**src/rtl/riscv_pkg.sv**
```systemverilog
// Shared branch-unit definitions: funct3 branch encodings, resolve FSM state, flush counter width.
// Pure declarations, no logic.
package riscv_pkg;

    localparam logic [2:0] F3_BEQ  = 3'b000;
    localparam logic [2:0] F3_BNE  = 3'b001;
    localparam logic [2:0] F3_BLT  = 3'b100;
    localparam logic [2:0] F3_BGE  = 3'b101;
    localparam logic [2:0] F3_BLTU = 3'b110;
    localparam logic [2:0] F3_BGEU = 3'b111;

    localparam int FLUSH_CNT_W = 3;

    typedef logic [FLUSH_CNT_W-1:0] flush_cnt_t;

    typedef enum logic {
        ST_IDLE  = 1'b0,
        ST_FLUSH = 1'b1
    } br_state_t;

endpackage

```
**src/rtl/branch_cond.sv**
```systemverilog
// Flag-to-taken decode for conditional branches and jumps; flags come from A + ~B + 1.
// Latency: combinational, 0 cycles.
// Backpressure: none; the caller decides when the result is used.
module branch_cond
    import riscv_pkg::*;
(
    input  logic       is_jump,
    input  logic [2:0] funct3,
    input  logic       zero,
    input  logic       negative,
    input  logic       carry,
    input  logic       overflow,
    output logic       taken,
    output logic       illegal
);

    always_comb begin
        taken   = 1'b0;
        illegal = 1'b0;
        if (is_jump) begin
            taken = 1'b1;
        end else begin
            // carry set means no borrow, i.e. A >= B unsigned
            unique case (funct3)
                F3_BEQ:  taken = zero;
                F3_BNE:  taken = !zero;
                F3_BLT:  taken = negative ^ overflow;
                F3_BGE:  taken = !(negative ^ overflow);
                F3_BLTU: taken = !carry;
                F3_BGEU: taken = carry;
                default: illegal = 1'b1;
            endcase
        end
    end

endmodule

```
**src/rtl/branch_resolve.sv**
```systemverilog
// Branch/jump resolution: redirect pulse and FLUSH_CYCLES-long pipeline flush; BRANCH_STATS_EN adds counters.
// Latency: redirect/illegal one cycle after acceptance; flush_o starts the same cycle as redirect.
// Backpressure: br_ready_o low for the whole flush window; valids presented then are ignored.
module branch_resolve
    import riscv_pkg::*;
#(
    parameter int FLUSH_CYCLES = 2
) (
    input  logic        clk,
    input  logic        rst,
    input  logic        br_valid_i,
    output logic        br_ready_o,
    input  logic        is_jump_i,
    input  logic [2:0]  funct3_i,
    input  logic        zero_i,
    input  logic        negative_i,
    input  logic        carry_i,
    input  logic        overflow_i,
    input  logic [31:0] target_i,
    output logic        redirect_o,
    output logic [31:0] redirect_pc_o,
    output logic        flush_o,
    output logic        illegal_o
`ifdef BRANCH_STATS_EN
    ,
    output logic [31:0] br_count_o,
    output logic [31:0] taken_count_o
`endif
);

    localparam flush_cnt_t FLUSH_TERM = flush_cnt_t'(FLUSH_CYCLES);

    br_state_t  state, state_nxt;
    flush_cnt_t cnt, cnt_nxt, cnt_inc;
    logic       accept;
    logic       taken;
    logic       illegal;

    branch_cond u_cond (
        .is_jump  (is_jump_i),
        .funct3   (funct3_i),
        .zero     (zero_i),
        .negative (negative_i),
        .carry    (carry_i),
        .overflow (overflow_i),
        .taken    (taken),
        .illegal  (illegal)
    );

    assign accept  = br_valid_i && (state == ST_IDLE);
    assign cnt_inc = cnt + flush_cnt_t'(1);

    always_ff @(posedge clk) begin
        if (rst) begin
            state <= ST_IDLE;
            cnt   <= '0;
        end else begin
            state <= state_nxt;
            cnt   <= cnt_nxt;
        end
    end

    always_comb begin
        state_nxt  = state;
        cnt_nxt    = cnt;
        br_ready_o = 1'b0;
        flush_o    = 1'b0;
        unique case (state)
            ST_IDLE: begin
                br_ready_o = 1'b1;
                if (accept && taken) begin
                    state_nxt = ST_FLUSH;
                    cnt_nxt   = '0;
                end
            end
            ST_FLUSH: begin
                flush_o = 1'b1;
                // exit at terminal count, so the 3-bit counter never wraps
                if (cnt_inc == FLUSH_TERM) begin
                    state_nxt = ST_IDLE;
                    cnt_nxt   = '0;
                end else begin
                    cnt_nxt = cnt_inc;
                end
            end
            default: begin
                state_nxt = ST_IDLE;
                cnt_nxt   = '0;
            end
        endcase
    end

    always_ff @(posedge clk) begin
        if (rst) begin
            redirect_o    <= 1'b0;
            redirect_pc_o <= '0;
            illegal_o     <= 1'b0;
        end else begin
            redirect_o    <= accept && taken;
            redirect_pc_o <= (accept && taken) ? target_i : '0;
            illegal_o     <= accept && illegal;
        end
    end

`ifdef BRANCH_STATS_EN
    logic [31:0] br_count_q;
    logic [31:0] taken_count_q;

    always_ff @(posedge clk) begin
        if (rst) begin
            br_count_q    <= '0;
            taken_count_q <= '0;
        end else if (accept) begin
            br_count_q <= br_count_q + 32'd1;
            if (taken) begin
                taken_count_q <= taken_count_q + 32'd1;
            end
        end
    end

    assign br_count_o    = br_count_q;
    assign taken_count_o = taken_count_q;
`endif

endmodule

```
**config.mk**
```make
export PLATFORM = sky130hd
export DESIGN_NAME = branch_resolve
export DESIGN_NICKNAME = d
export VERILOG_FILES = /design/src/rtl/riscv_pkg.sv /design/src/rtl/branch_cond.sv /design/src/rtl/branch_resolve.sv
export SDC_FILE = /design/constraint.sdc
export NUM_CORES = 1
export LEC_CHECK = 0
export BUFFER_PORTS_ARGS = -buffer_cell sky130_fd_sc_hd__buf_2
export CAP_MARGIN = 20
export CORE_MARGIN = 5
export CORE_UTILIZATION = 25
export DETAILED_ROUTE_END_ITERATION = 7
export GPL_TIMING_DRIVEN = 1
export PLACE_DENSITY = 0.61
export SETUP_SLACK_MARGIN = 0.4
export SYNTH_ARGS = -nofsm -noshare
export SYNTH_HDL_FRONTEND = slang
export SYNTH_SLANG_ARGS = --single-unit
```
**constraint.sdc**
```tcl
create_clock -name clk -period 1.8 [get_ports clk]
set_input_delay 0.36 -clock clk [delete_from_list [all_inputs] [get_ports clk]]
set_output_delay 0.36 -clock clk [all_outputs]
set_load 0.02 [all_outputs]
```
==> metrics.yaml <==
yosys:
  synth.yosys.seq_area_share: 0.6092
  synth_flop_cell: "dfxtp_1"
  synth_fp_nets: 151
  synth_cells: 106
  syn_avg_cell_area_um2: 11.78
  async_reset_ff_frac: 0
  synth_warnings: 0
  synth-edff-count: 0
  synth-seq-cells: 38
  yosys-top-cells-area: "dfxtp_1 (61%), and2_1 (17%), buf_6 (2.7%)"
  synth_area_um2: 1249
  synth.distinct_cells: 25
  synth_most_common_cell: "dfxtp_1"
  yosys-top-cells-count: "dfxtp_1 (38), and2_1 (33), nor2_1 (4)"
  yosysTopAreaCellShare: 0.6092
  yosysTopAreaCell: "dfxtp_1"
timing:
  tns_ns: 0
  fin_crit_sh: 0.7293
  fmax_mhz: 761.8
  skew_ns: 0.002149
  setup_ws_ns: 0.4873
  hold_viol_final: 0
  period_needed_ns: 1.313
  max_slew_margin: 0.7902
  worst_pin_slew_ns: 0.3119
  setup_viol: 0
  rsz0062_at_grt: "no"
  maxSlewViolCount: 0
grt:
  overflow: 0
  grt_usage: 0.08929
  grt_pass1_vias: 980
  antenna_found_initial: 0
  grt_pass1_wl_mm: 4.409
  grt_max_degree: 34
final_layout:
  fill_cells: 491
  n_antenna_cell: 0
  finalNonFillerCells: 256
  multi_input_area_um2: 457.9
  drive_above_1_share: 0.4762
  regArea_um2: 762.0
  area_delta_synth_final_pct: 46.89
  layout.nets: 234
flow_run:
  drv_cap: 0
place:
  place_inst: 249
  port_buffers: 78
  dp_slack_ns: 0.1956
  gp_congestion: 0.7152
  post-dp-hpwl_mm: 2.199
floorplan:
  start_util: 0.2609
  fp.dieArea_um2: 6508
  die_x_um: 80.68
  ioPinCount: 79
  rows: 25
  core_region_area_um2: 4786
  die_h_um: 80.68
pwr:
  pwr-share-clk: 0.392
  power_leakage_nw: 0.9169
  p_int_mw: 1.415
  power_frac_comb: 0.115
  switching_power_mw: 0.3880
  switching_share: 0.2151
  irDropWorstVdd_v: 0.0004226
  finalPower_mw: 1.803
  powerDensity_nw_per_um2: 983.2
  pwr-share-seq: 0.492
clock_tree:
  clockBufferDepth: 2
  numCtsBuffers: 5
  htree_levels: 2
  clock_latency_ns: 0.27
  post_cts_buffers: 0
  clkSinkCount: 38
  clkTransAtPathRegs_ns: 0.07
  cts_root_buf: "clkbuf_8"
  cts_tree: "done"
  cts_hold_buf: 0
routing:
  via_count: 973
  routed_wl_mm: 2.768
  drt_drc_violations_left: 0
  drt_iter0_markers: 21
  first_pass_iters: 4
  vias_per_cell: 3.801
  wl_per_cell_um: 10.81
  antenna_left: 0
worst_setup_path:
  start_kind: "primary input"
  path_class: "primary input to register"
  worstPathCellList: "buf_2, xor3_1, nand3b_2, a21boi_0, o21ai_0"
  critPathRequiredTime_ns: 1.95
  worstPathArrival_ns: 1.47
  path_max_fanout: 4
  end_kind: "register"
  cp_slowest_stage_delay_ns: 0.39
  cpMaxStageDelayCell: "xor3_1"
min_path:
  min_path_type: "primary input to register"
run_status:
  status: "finished, final reports clean"
-- per-layer routing --
layer / routed length (um) / global-route usage / vias to the layer above
li1: - / - / 504
met1: 1129 / 0.09829 / 414
met2: 1250 / 0.1465 / 50
met3: 353 / 0.04372 / 5
met4: 35 / 0.03547 / 0
met5: 0 / 0 / -
-- final timing paths --
| kind | from | endpoint | slack [ns] | cells past startpoint |
|---|---|---|---|---|
| setup / recovery | funct3_i[0] | cnt[1]$_SDFFE_PP0P_ | 0.49 | 5 |
| hold reg to reg | cnt[1]$_SDFFE_PP0P_ | cnt[1]$_SDFFE_PP0P_ | 0.48 | 2 |
| hold / removal | target_i[7] | redirect_pc_o[7]$_SDFF_PP0_ | 0.28 | 2 |
| setup reg to reg | cnt[0]$_SDFFE_PP0P_ | cnt[1]$_SDFFE_PP0P_ | 0.55 | 4 |
-- state kept, by name (all words and copies together), names as in the netlist --
name	count
state	1
redirect_o	1
redirect_pc_o	32
cnt	3
illegal_o	1
-- power by group through the flow --
stage          Sequential, mW  Clock [mW]  Combinational, mW
3_5_place_dp            0.907           0              0.212
3_3_place_gp            0.907           0              0.211
5_1_grt                 0.891       0.792              0.230
4_1_cts                 0.887       0.738              0.213
2_1_floorplan           0.947           0             0.0788
6_report                0.888       0.708              0.208
-- logic make-up (layout without fill, tap and decap cells) --
kind of cell             count (synthesis)  in the layout  share of synthesized area
AND/OR/NAND/NOR                         46             46                     0.2214
flip-flops                              38             38                     0.6092
AO/OA/AOI/OAI                           11             11                    0.07615
buffers and inverters                    5             88                    0.03307
XOR/XNOR                                 4              4                    0.04008
adder cells (fa/ha/maj)                  2              2                    0.02004
-- critical path, delay by kind of cell --
family,cells,cell delay [ns]
buffers and inverters,1,0.12
AOI/OAI and AO/OA,2,0.45
and+or+nand+nor,1,0.15
xor gates and xnor gates,1,0.39
-- area by class of cell --
type / instances / share of cell area
multi-input combinational: 63 / 0.2497
clock buffer: 6 / 0.04502
tap: 67 / 0.04570
timing repair buffer: 79 / 0.2237
clock inverter: 1 / 0.01637
inverter: 2 / 0.004093
sequential: 38 / 0.4154
-- repair_timing --
| item | 4_1_cts | 5_1_grt |
|---|---|---|
| endpoints found under the hold margin | 0 | 0 |
| gates resized for setup | 0 | 1 |
| setup endpoints to repair | 0 | 1 |
-- placed cells by master, fill, tap and decap left out, drive strengths merged --
master / n
a31oi: 1
clkbuf: 6
a21oi: 3
ha: 2
nor4b: 1
o21a: 1
buf: 79
nand4: 1
bufinv: 1
a2111o: 1
xor3: 1
o21ai: 1
a21boi: 2
and2: 33
nor2: 4
a221oi: 1
xor2: 1
inv: 2
dfxtp: 38
nand2: 3
o311ai: 1
xnor2: 2
nand2b: 1
or3: 1
nand3b: 1
nand3: 1
-- per-stage QoR --
stage	hold WS [ns]	instance area (um^2)	util
2_1_floorplan	0.4291	1260	-
3_3_place_gp	0.4719	1720	0.3595
3_5_place_dp	0.4776	1720	0.3595
4_1_cts	0.2613	1833	0.3830
5_1_grt	0.2567	1834	0.3833
6_report	0.2764	1834	0.3833
Note: power is estimated with default switching activity, not from simulation.
